--- config.mk ---
export PLATFORM = sky130hd
export DESIGN_NAME = fixed_div_seq
export DESIGN_NICKNAME = d
export VERILOG_FILES = /design/src/rtl/fixed_div_pkg.sv /design/src/rtl/fixed_div_seq_step.sv /design/src/rtl/fixed_div_seq.sv
export SDC_FILE = /design/constraint.sdc
export NUM_CORES = 1
export LEC_CHECK = 0
export BUFFER_PORTS_ARGS = -buffer_cell sky130_fd_sc_hd__buf_2
export CAP_MARGIN = 20
export CORE_ASPECT_RATIO = 1.1
export CORE_MARGIN = 2
export CORE_UTILIZATION = 55
export DETAILED_ROUTE_END_ITERATION = 7
export PLACE_DENSITY = 0.77
export RECOVER_POWER = 50
export SLEW_MARGIN = 25
export SYNTH_ARGS = -nofsm -noshare
export SYNTH_HDL_FRONTEND = slang
export SYNTH_SLANG_ARGS = --single-unit
export TNS_END_PERCENT = 5
--- constraint.sdc ---
create_clock -name clk -period 3.1 [get_ports clk]
set_input_delay 0.465 -clock clk [delete_from_list [all_inputs] [get_ports clk]]
set_output_delay 0.465 -clock clk [all_outputs]
set_load 0.01 [all_outputs]
--- src/rtl/fixed_div_pkg.sv ---
// Shared types and helpers for the sequential signed fixed-point divider.
package fixed_div_pkg;

   typedef enum logic [1:0] {IDLE, CALC, FIX, DONE} state_t;

   // One quotient bit per cycle over the dividend pre-shifted by FRAC.
   function automatic int iter_of(input int n, input int frac);
      return n + frac;
   endfunction

   // Returned wide so callers can slice to N or ITER bits (up to 128).
   function automatic logic [127:0] sat_max(input int n);
      return (128'd1 << (n - 1)) - 128'd1;
   endfunction

   function automatic logic [127:0] sat_min_mag(input int n);
      return 128'd1 << (n - 1);
   endfunction

endpackage

--- src/rtl/fixed_div_seq_step.sv ---
// One restoring-division step: shift in the next dividend bit, subtract the divisor if it fits.
module div_restore_step #(
   parameter int N = 32
) (
   input  logic [N-1:0] rem,
   input  logic         next_bit,
   input  logic [N-1:0] divisor,
   output logic [N-1:0] rem_next,
   output logic         q_bit
);

   logic [N:0] trial;

   assign trial = {rem, next_bit};
   assign q_bit = (trial >= {1'b0, divisor});
   // When the subtract happens the true difference fits in N bits, so modular low bits suffice.
   assign rem_next = q_bit ? (trial[N-1:0] - divisor) : trial[N-1:0];

endmodule

--- src/rtl/fixed_div_seq.sv ---
// Sequential signed fixed-point divider: radix-2 restoring, one quotient bit per cycle,
// valid/ready on both sides, saturating results with divide-by-zero and overflow flags.
module fixed_div_seq
   import fixed_div_pkg::*;
#(
   parameter int N    = 32,
   parameter int FRAC = 12
) (
   input  logic         clk,
   input  logic         rst_n,
   input  logic         in_valid,
   output logic         in_ready,
   input  logic [N-1:0] a,
   input  logic [N-1:0] b,
   output logic         out_valid,
   input  logic         out_ready,
   output logic [N-1:0] quotient,
   output logic         div_by_zero,
   output logic         overflow
);

   localparam int ITER = iter_of(N, FRAC);
   localparam int CW   = $clog2(ITER);
   localparam logic [CW-1:0]   LAST  = CW'(ITER - 1);
   localparam logic [127:0]    MAX_W = sat_max(N);
   localparam logic [127:0]    MIN_W = sat_min_mag(N);
   localparam logic [ITER-1:0] Q_MAX = MAX_W[ITER-1:0];
   localparam logic [ITER-1:0] Q_MIN = MIN_W[ITER-1:0];

   state_t          state;
   logic [N-1:0]    rem;
   logic [N-1:0]    divisor;
   logic [ITER-1:0] dividend;
   logic [ITER-1:0] q;
   logic [CW-1:0]   count;
   logic            sign;
   logic            sign_a;

   logic [N-1:0]    a_abs;
   logic [N-1:0]    b_abs;
   logic [N-1:0]    rem_next;
   logic            q_bit;

   // Unsigned magnitude; the most-negative value maps to 2^(N-1), which fits in N bits.
   assign a_abs = a[N-1] ? -a : a;
   assign b_abs = b[N-1] ? -b : b;

   div_restore_step #(.N(N)) u_step (
      .rem      (rem),
      .next_bit (dividend[ITER-1]),
      .divisor  (divisor),
      .rem_next (rem_next),
      .q_bit    (q_bit)
   );

   // Handshake: a transfer happens on a rising edge where valid && ready; both
   // ready and valid below are decoded from registered state only.
   assign in_ready  = (state == IDLE);
   assign out_valid = (state == DONE);

   always_ff @(posedge clk or negedge rst_n) begin
      if (!rst_n) begin
         state       <= IDLE;
         rem         <= '0;
         divisor     <= '0;
         dividend    <= '0;
         q           <= '0;
         count       <= '0;
         sign        <= 1'b0;
         sign_a      <= 1'b0;
         quotient    <= '0;
         div_by_zero <= 1'b0;
         overflow    <= 1'b0;
      end else begin
         case (state)
            IDLE: begin
               if (in_valid) begin
                  sign     <= a[N-1] ^ b[N-1];
                  sign_a   <= a[N-1];
                  divisor  <= b_abs;
                  dividend <= {a_abs, {FRAC{1'b0}}};
                  rem      <= '0;
                  q        <= '0;
                  count    <= '0;
                  state    <= (b_abs == '0) ? FIX : CALC;
               end
            end
            CALC: begin
               rem      <= rem_next;
               q        <= {q[ITER-2:0], q_bit};
               dividend <= {dividend[ITER-2:0], 1'b0};
               count    <= count + 1'b1;
               if (count == LAST) state <= FIX;
            end
            FIX: begin
               if (divisor == '0) begin
                  quotient    <= sign_a ? MIN_W[N-1:0] : MAX_W[N-1:0];
                  div_by_zero <= 1'b1;
                  overflow    <= 1'b0;
               end else if (!sign) begin
                  div_by_zero <= 1'b0;
                  overflow    <= (q > Q_MAX);
                  quotient    <= (q > Q_MAX) ? MAX_W[N-1:0] : q[N-1:0];
               end else begin
                  // Negating zero yields zero, so a zero result never carries a sign.
                  div_by_zero <= 1'b0;
                  overflow    <= (q > Q_MIN);
                  quotient    <= (q > Q_MIN) ? MIN_W[N-1:0] : -(q[N-1:0]);
               end
               state <= DONE;
            end
            DONE: begin
               if (out_ready) state <= IDLE;
            end
            default: state <= IDLE;
         endcase
      end
   end

endmodule

# Yosys cells after proc, flatten, opt, wreduce, memory -nomap -nowiden
# Cells that the tools add are included.
[word_totals]
regBits = 196
in_bits = 68
[classes]
magnitude_cmp = 3
eq_ne = 7
n_reduce_logical = 7
bitwise_logic = 1
muxes = 24
n_addsub = 5
[ops]
columns = ["operator", "count"]
rows = [
  ["32-bit two-way mux", 9],
  ["44-bit case mux with 2 select lines", 2],
  ["32-bit negator", 3],
  ["44-bit two-way mux", 2],
  ["32-bit zero test", 2],
  ["32-bit case mux with 2 select lines", 1],
  ["44-bit by 31-bit greater-than comparator with 1-bit output, second input constant", 1],
  ["44-bit by 32-bit greater-than comparator with 1-bit output, second input constant", 1],
  ["33-bit by 32-bit greater-or-equal comparator with 1-bit output", 1],
  ["32-bit subtractor", 1],
  ["6-bit case mux with 2 select lines", 1],
  ["2-bit two-way mux", 4],
  ["2-bit case mux with 4 select lines", 1],
  ["6-bit by 1-bit adder with 6-bit output, second input constant", 1],
  ["6-bit == test, second input constant", 1],
  ["6-bit two-way mux", 1],
  ["2-bit == test, second input constant", 2],
  ["2-bit != test, second input constant", 2],
  ["2-bit AND reduction", 2],
  ["1-bit two-way mux", 3],
  ["3-bit AND reduction", 1],
  ["2-bit by 1-bit == test with 1-bit output, second input constant", 1],
  ["2-bit zero test", 1],
  ["2-bit by 1-bit != test with 1-bit output, second input constant", 1],
  ["2 further kinds", 2],
]

# Depth between registers and ports, before layout
[logic_depth]
word_depth = 6
ltp_mapped = 13
mapped_depth_nobuf = 11

# By module
# Synthesis repeated with hierarchy kept, for this count alone.
[hier_totals]
hier_cells = 1419
area_unflattened_um2 = 12583.3
[by_module_without_submodules]
columns = ["module", "cells_per_inst", "area_each_um2", "seq_area_each_um2", "instances"]
rows = [
  ["fixed_div_seq", 1096, 10252.3, 4604.4, 1],
  ["div_restore_step", 323, 2331.0, 0.0, 1],
]

# Worst setup path after synthesis
# OpenSTA, ideal clock, no wires.
[synth_path]
path_type = "in2reg"
start = "input port b[14]"
end = "register state[1]"
stages = 10
required_time_ns = 3.036
path_slack_ns = -0.178
t_arrival_ns = 3.213
cell_sequence = "buf_6 > or4_4 > or4_1 > buf_2 > nor4_4 > a21oi_2 > o32a_1 > or4_1 > nor4_2 > or3_1"
[synth_between]
elab_chain_len = 6
[synth_rtl]
columns = ["item", "line", "rtl"]
rows = [
  ["start, declared", "fixed_div_seq.sv:14", "input logic [N-1:0] b,"],
  ["32-bit negator", "fixed_div_seq.sv:46", "assign b_abs = b[N-1] ? -b : b;"],
  ["32-bit two-way mux *", "fixed_div_seq.sv:46", ""],
  ["32-bit zero test *", "fixed_div_seq.sv:85", "state <= (b_abs == '0) ? FIX : CALC;"],
  ["2-bit two-way mux *", "fixed_div_seq.sv:85", ""],
  ["2-bit two-way mux *", "fixed_div_seq.sv:77", "if (in_valid) begin"],
  ["2-bit case mux with 4 select lines *", "fixed_div_seq.sv:75", "case (state)"],
  ["end signal, assigned", "fixed_div_seq.sv:85", ""],
  ["end, declared", "fixed_div_seq.sv:30", "state_t state;"],
]
# Mark *: on every way between the ends. The rest lies on a longest branch, timed or not. The select of a mux whose other input is x is not followed.
# A chain may end at the register's enable or synchronous reset.

# Worst setup path after layout
[layout_path]
start = "input port b[17]"
end = "register state[0]"
# Same word-level chain as after synthesis.

==> flow_metrics.env <==
export IMPL_initial_core_util_pct=56.38
export IMPL_dieArea_mm2=0.02404
export IMPL_timing_max_transition_violations_final=74
export IMPL_postSynth_asyncResetShare_pct=100.0
export IMPL_cts_htree_levels=4
export IMPL_antenna_found_initial=0
export IMPL_synth_cell_area_mm2=0.01255
export IMPL_io_buffer_count=103
export IMPL_slew_headroom_pct=-26.04
export IMPL_clock_root_buffer="clkbuf_16"
export IMPL_maxCapViolCount=1
export IMPL_cts_sinks=184
export IMPL_critPathMaxStageDelay_ps=550
export IMPL_grt_setup_unrepaired="true"
export IMPL_syn_inst=1514
export IMPL_vias=12010
export IMPL_starting_drc_count_in_detailed_routing=894
export IMPL_insertedDiodeCount=0
export IMPL_cts_buffer_depth=2
export IMPL_grt_pass1_vias=11280
export IMPL_cp_arrival_ps=3290
export IMPL_antenna_left=0
export IMPL_design_core_area_mm2=0.02225
export IMPL_cp_buffers_inverters=3
export IMPL_end_kind="flip-flop"
export IMPL_detail_route_first_pass_iterations=7
export IMPL_finalInstanceArea_mm2=0.01464
export IMPL_hold_critical_path_depth=2
export IMPL_postRouteWirelength_mm=34.36
export IMPL_layout_drive_gt1_share_pct=17.05
export IMPL_power_per_cell_area_mw_per_mm2=1116
export IMPL_groute_usage_overall_pct=28.78
export IMPL_syn_mean_instance_area_um2=8.287
export IMPL_path_class="in -> reg"
export IMPL_critPathMostFrequentCell="or4_4"
export IMPL_final_min_period_over_clock_period_pct=96.16
export IMPL_cp_max_fo=3
export IMPL_finalNonFillerCells=1967
export IMPL_final_hold_viol_count=0
export IMPL_critPathRequiredTime_ps=3410
export IMPL_global_route_overflow_total=0
export IMPL_flow_area_growth_from_synthesis_pct=16.72
export IMPL_synth_ff_type="dfrtp_1"
export IMPL_cts_buffers=17
export IMPL_worst_hold_path_type="in -> reg"
export IMPL_hold_path_startpoint="a[0]"
export IMPL_remaining_drc_errors=0
export IMPL_yosysUniqueCellTypes=81
export IMPL_report_final_setup_viol=0
export IMPL_place_hpwl_mm=25.24
export IMPL_first_pass_grt_wire_length_mm=56.60
export IMPL_synthMostInstantiatedCell="nand2_1"
export IMPL_worst_slew_pin_slew_ps=1891
export IMPL_r2r_start="q[14]"
export IMPL_post_synth_top_area_cell="dfrtp_1"
export IMPL_wl_per_cell_um=17.47
export IMPL_synthesis_yosys_warnings=0
export IMPL_total_leakage_power_nw=6.666
export IMPL_post_synth_main_area_contributors="dfrtp_1 (37%), nand2_1 (5.9%), o21ai_0 (5.3%)"
export IMPL_grt_met1_usage_pct=40.19
export IMPL_place_detailed_instances=1935
export IMPL_timing_critical_path_slowest_stage_cell="or4_1"
export IMPL_clk_latency_ps=440
export IMPL_r2r_end="quotient[29]"
export IMPL_most_frequent_cells_after_synthesis="nand2_1 (198), dfrtp_1 (184), o21ai_0 (132)"
export IMPL_placed_area_mm2=0.01403
export IMPL_met3_usage_pct=4.510
export IMPL_status="finished, violations left"
export IMPL_die_height_um=162.4
export IMPL_worst_hold_path_endpoint="dividend[12]"
export IMPL_gpl_final_weighted_congestion=0.9800
export IMPL_final_util_pct=65.81
export IMPL_violated_checks="max-capacitance violations, max-slew violations"
export IMPL_timing_reg2reg_worst_path_depth=8
export IMPL_pre_cts_setup_slack_ps=-327.3
export IMPL_period_needed_ps=2981
export IMPL_die_width_um=148
export IMPL_synthDominantCellAreaShare_pct=36.70
export IMPL_synth_sequential_area_ratio_pct=36.70
export IMPL_r2r_slack_ps=140
export IMPL_critPathTopFamily="simple AND/OR/NAND/NOR gates"
export IMPL_f_max_mhz=335.5
export IMPL_use_met2_pct=46.53
export IMPL_number_of_flip_flops_and_latches_in_the_synthesized_netlist=184
export IMPL_layout_setup_ws_ps=118.9
export IMPL_cts_setup_buffers=0
export IMPL_busiest_layer="met2"
export IMPL_synth_edf_count=0
export IMPL_ios=104
export IMPL_tritoncts="done"
export IMPL_cts_hold_buffers_added=0
export IMPL_grt_start_max_net_pins=75
export IMPL_layout_skew_ps=15.79
export IMPL_synth_fp_nets=1623
export IMPL_clkTransAtPathRegs_ps=80
export IMPL_avgViaCountPerCell=6.104
export IMPL_setup_tns_ps=0
export IMPL_setup_worst_path_start_class="input port"
export IMPL_finish_net_count=1768
export IMPL_rows=57
export IMPL_ir_worst_vdd_uv=728.7
export IMPL_cp_cell_sequence="buf_2, or4_4, or4_4, o41ai_2, xor2_1, inv_1, or4_1, nor4_2, buf_4, a211oi_1"
-- kinds of logic (layout without fill, tap and decap cells) --
group,after synthesis,in the layout,share of synthesized area [%]
XOR/XNOR,88,88,6.143
buffers and inverters,185,343,5.994
multiplexers,24,24,1.925
AO/OA/AOI/OAI,463,463,24.38
flip-flops,184,184,36.70
AND/OR/NAND/NOR,529,529,20.70
adder cells (fa/ha/maj),41,41,4.149
-- how the worst max path moves through the flow --
| stage | slack, ps | start | depth (start not counted) | end |
|---|---|---|---|---|
| 2_1_floorplan | -30 | b[14] | 10 | state[1] |
| 3_3_place_gp | -280 | b[17] | 10 | state[0] |
| 3_5_place_dp | -330 | b[17] | 10 | state[0] |
| 4_1_cts | 30 | dividend[43] | 12 | rem[30] |
| 5_1_grt | -30 | dividend[43] | 12 | rem[30] |
| 6_report | 120 | b[17] | 10 | state[0] |
-- sequential cells by signal, indices dropped and copies added (netlist names) --
register     cells
q               44
dividend        32
divisor         32
quotient        32
rem             32
count            6
state            2
div_by_zero      1
overflow         1
sign             1
sign_a           1
-- through the flow --
stage                     hold slack [ps]  power, mW
after global routing                323.8      17.67
after CTS                           69.98      16.10
after detailed placement            470.1      13.89
final                               315.1      16.34
after floorplan                     169.4      10.74
after global placement              461.1      13.67
-- metal layers --
metal | part of all wire, % | wire (µm) | vias to the layer above
met5 | 0 | 0 | -
met3 | 6.1 | 2085 | 53
met1 | 45 | 15350 | 5703
met2 | 48 | 16340 | 430
li1 | - | - | 5820
met4 | 1.7 | 590 | 0
-- power by group --
| part | switching [mW] | leakage (nW) | internal, mW | total [mW] |
|---|---|---|---|---|
| Clock | 1.04 | 0.284 | 1.10 | 2.14 |
| Combinational | 6.10 | 4.01 | 4.08 | 10.2 |
| Sequential | 0.717 | 2.38 | 3.32 | 4.03 |
| Total | 7.85 | 6.67 | 8.49 | 16.3 |
-- final cells by class --
class                   instances  area, µm²
repair buffers                230       1470
clock inverters                12      132.6
inverters                      81      304.0
multi-input cells            1145       7317
clock buffers                  20      446.7
flip-flops and latches        184       4604
well taps                     295      369.1
fillers                      1908       7607
-- cell usage in the layout (no fill, tap or decap), drive strengths merged, types with 22 or more instances in the layout --
| cell | count |
|---|---|
| a21o | 25 |
| a21oi | 82 |
| a22o | 41 |
| buf | 211 |
| clkbuf | 39 |
| dfrtp | 184 |
| ha | 40 |
| inv | 87 |
| mux2i | 23 |
| nand2 | 198 |
| nand3 | 29 |
| nand4 | 41 |
| nor2 | 94 |
| nor3 | 38 |
| nor4 | 25 |
| o211ai | 29 |
| o21ai | 133 |
| o31ai | 35 |
| or3 | 22 |
| xnor2 | 45 |
| xor2 | 43 |
-- timing repair --
action                     CTS  global route
pin swaps                    0             4
gates resized for setup      2            17
setup endpoints to repair    1            23
Power figures use the tool's default switching activity.
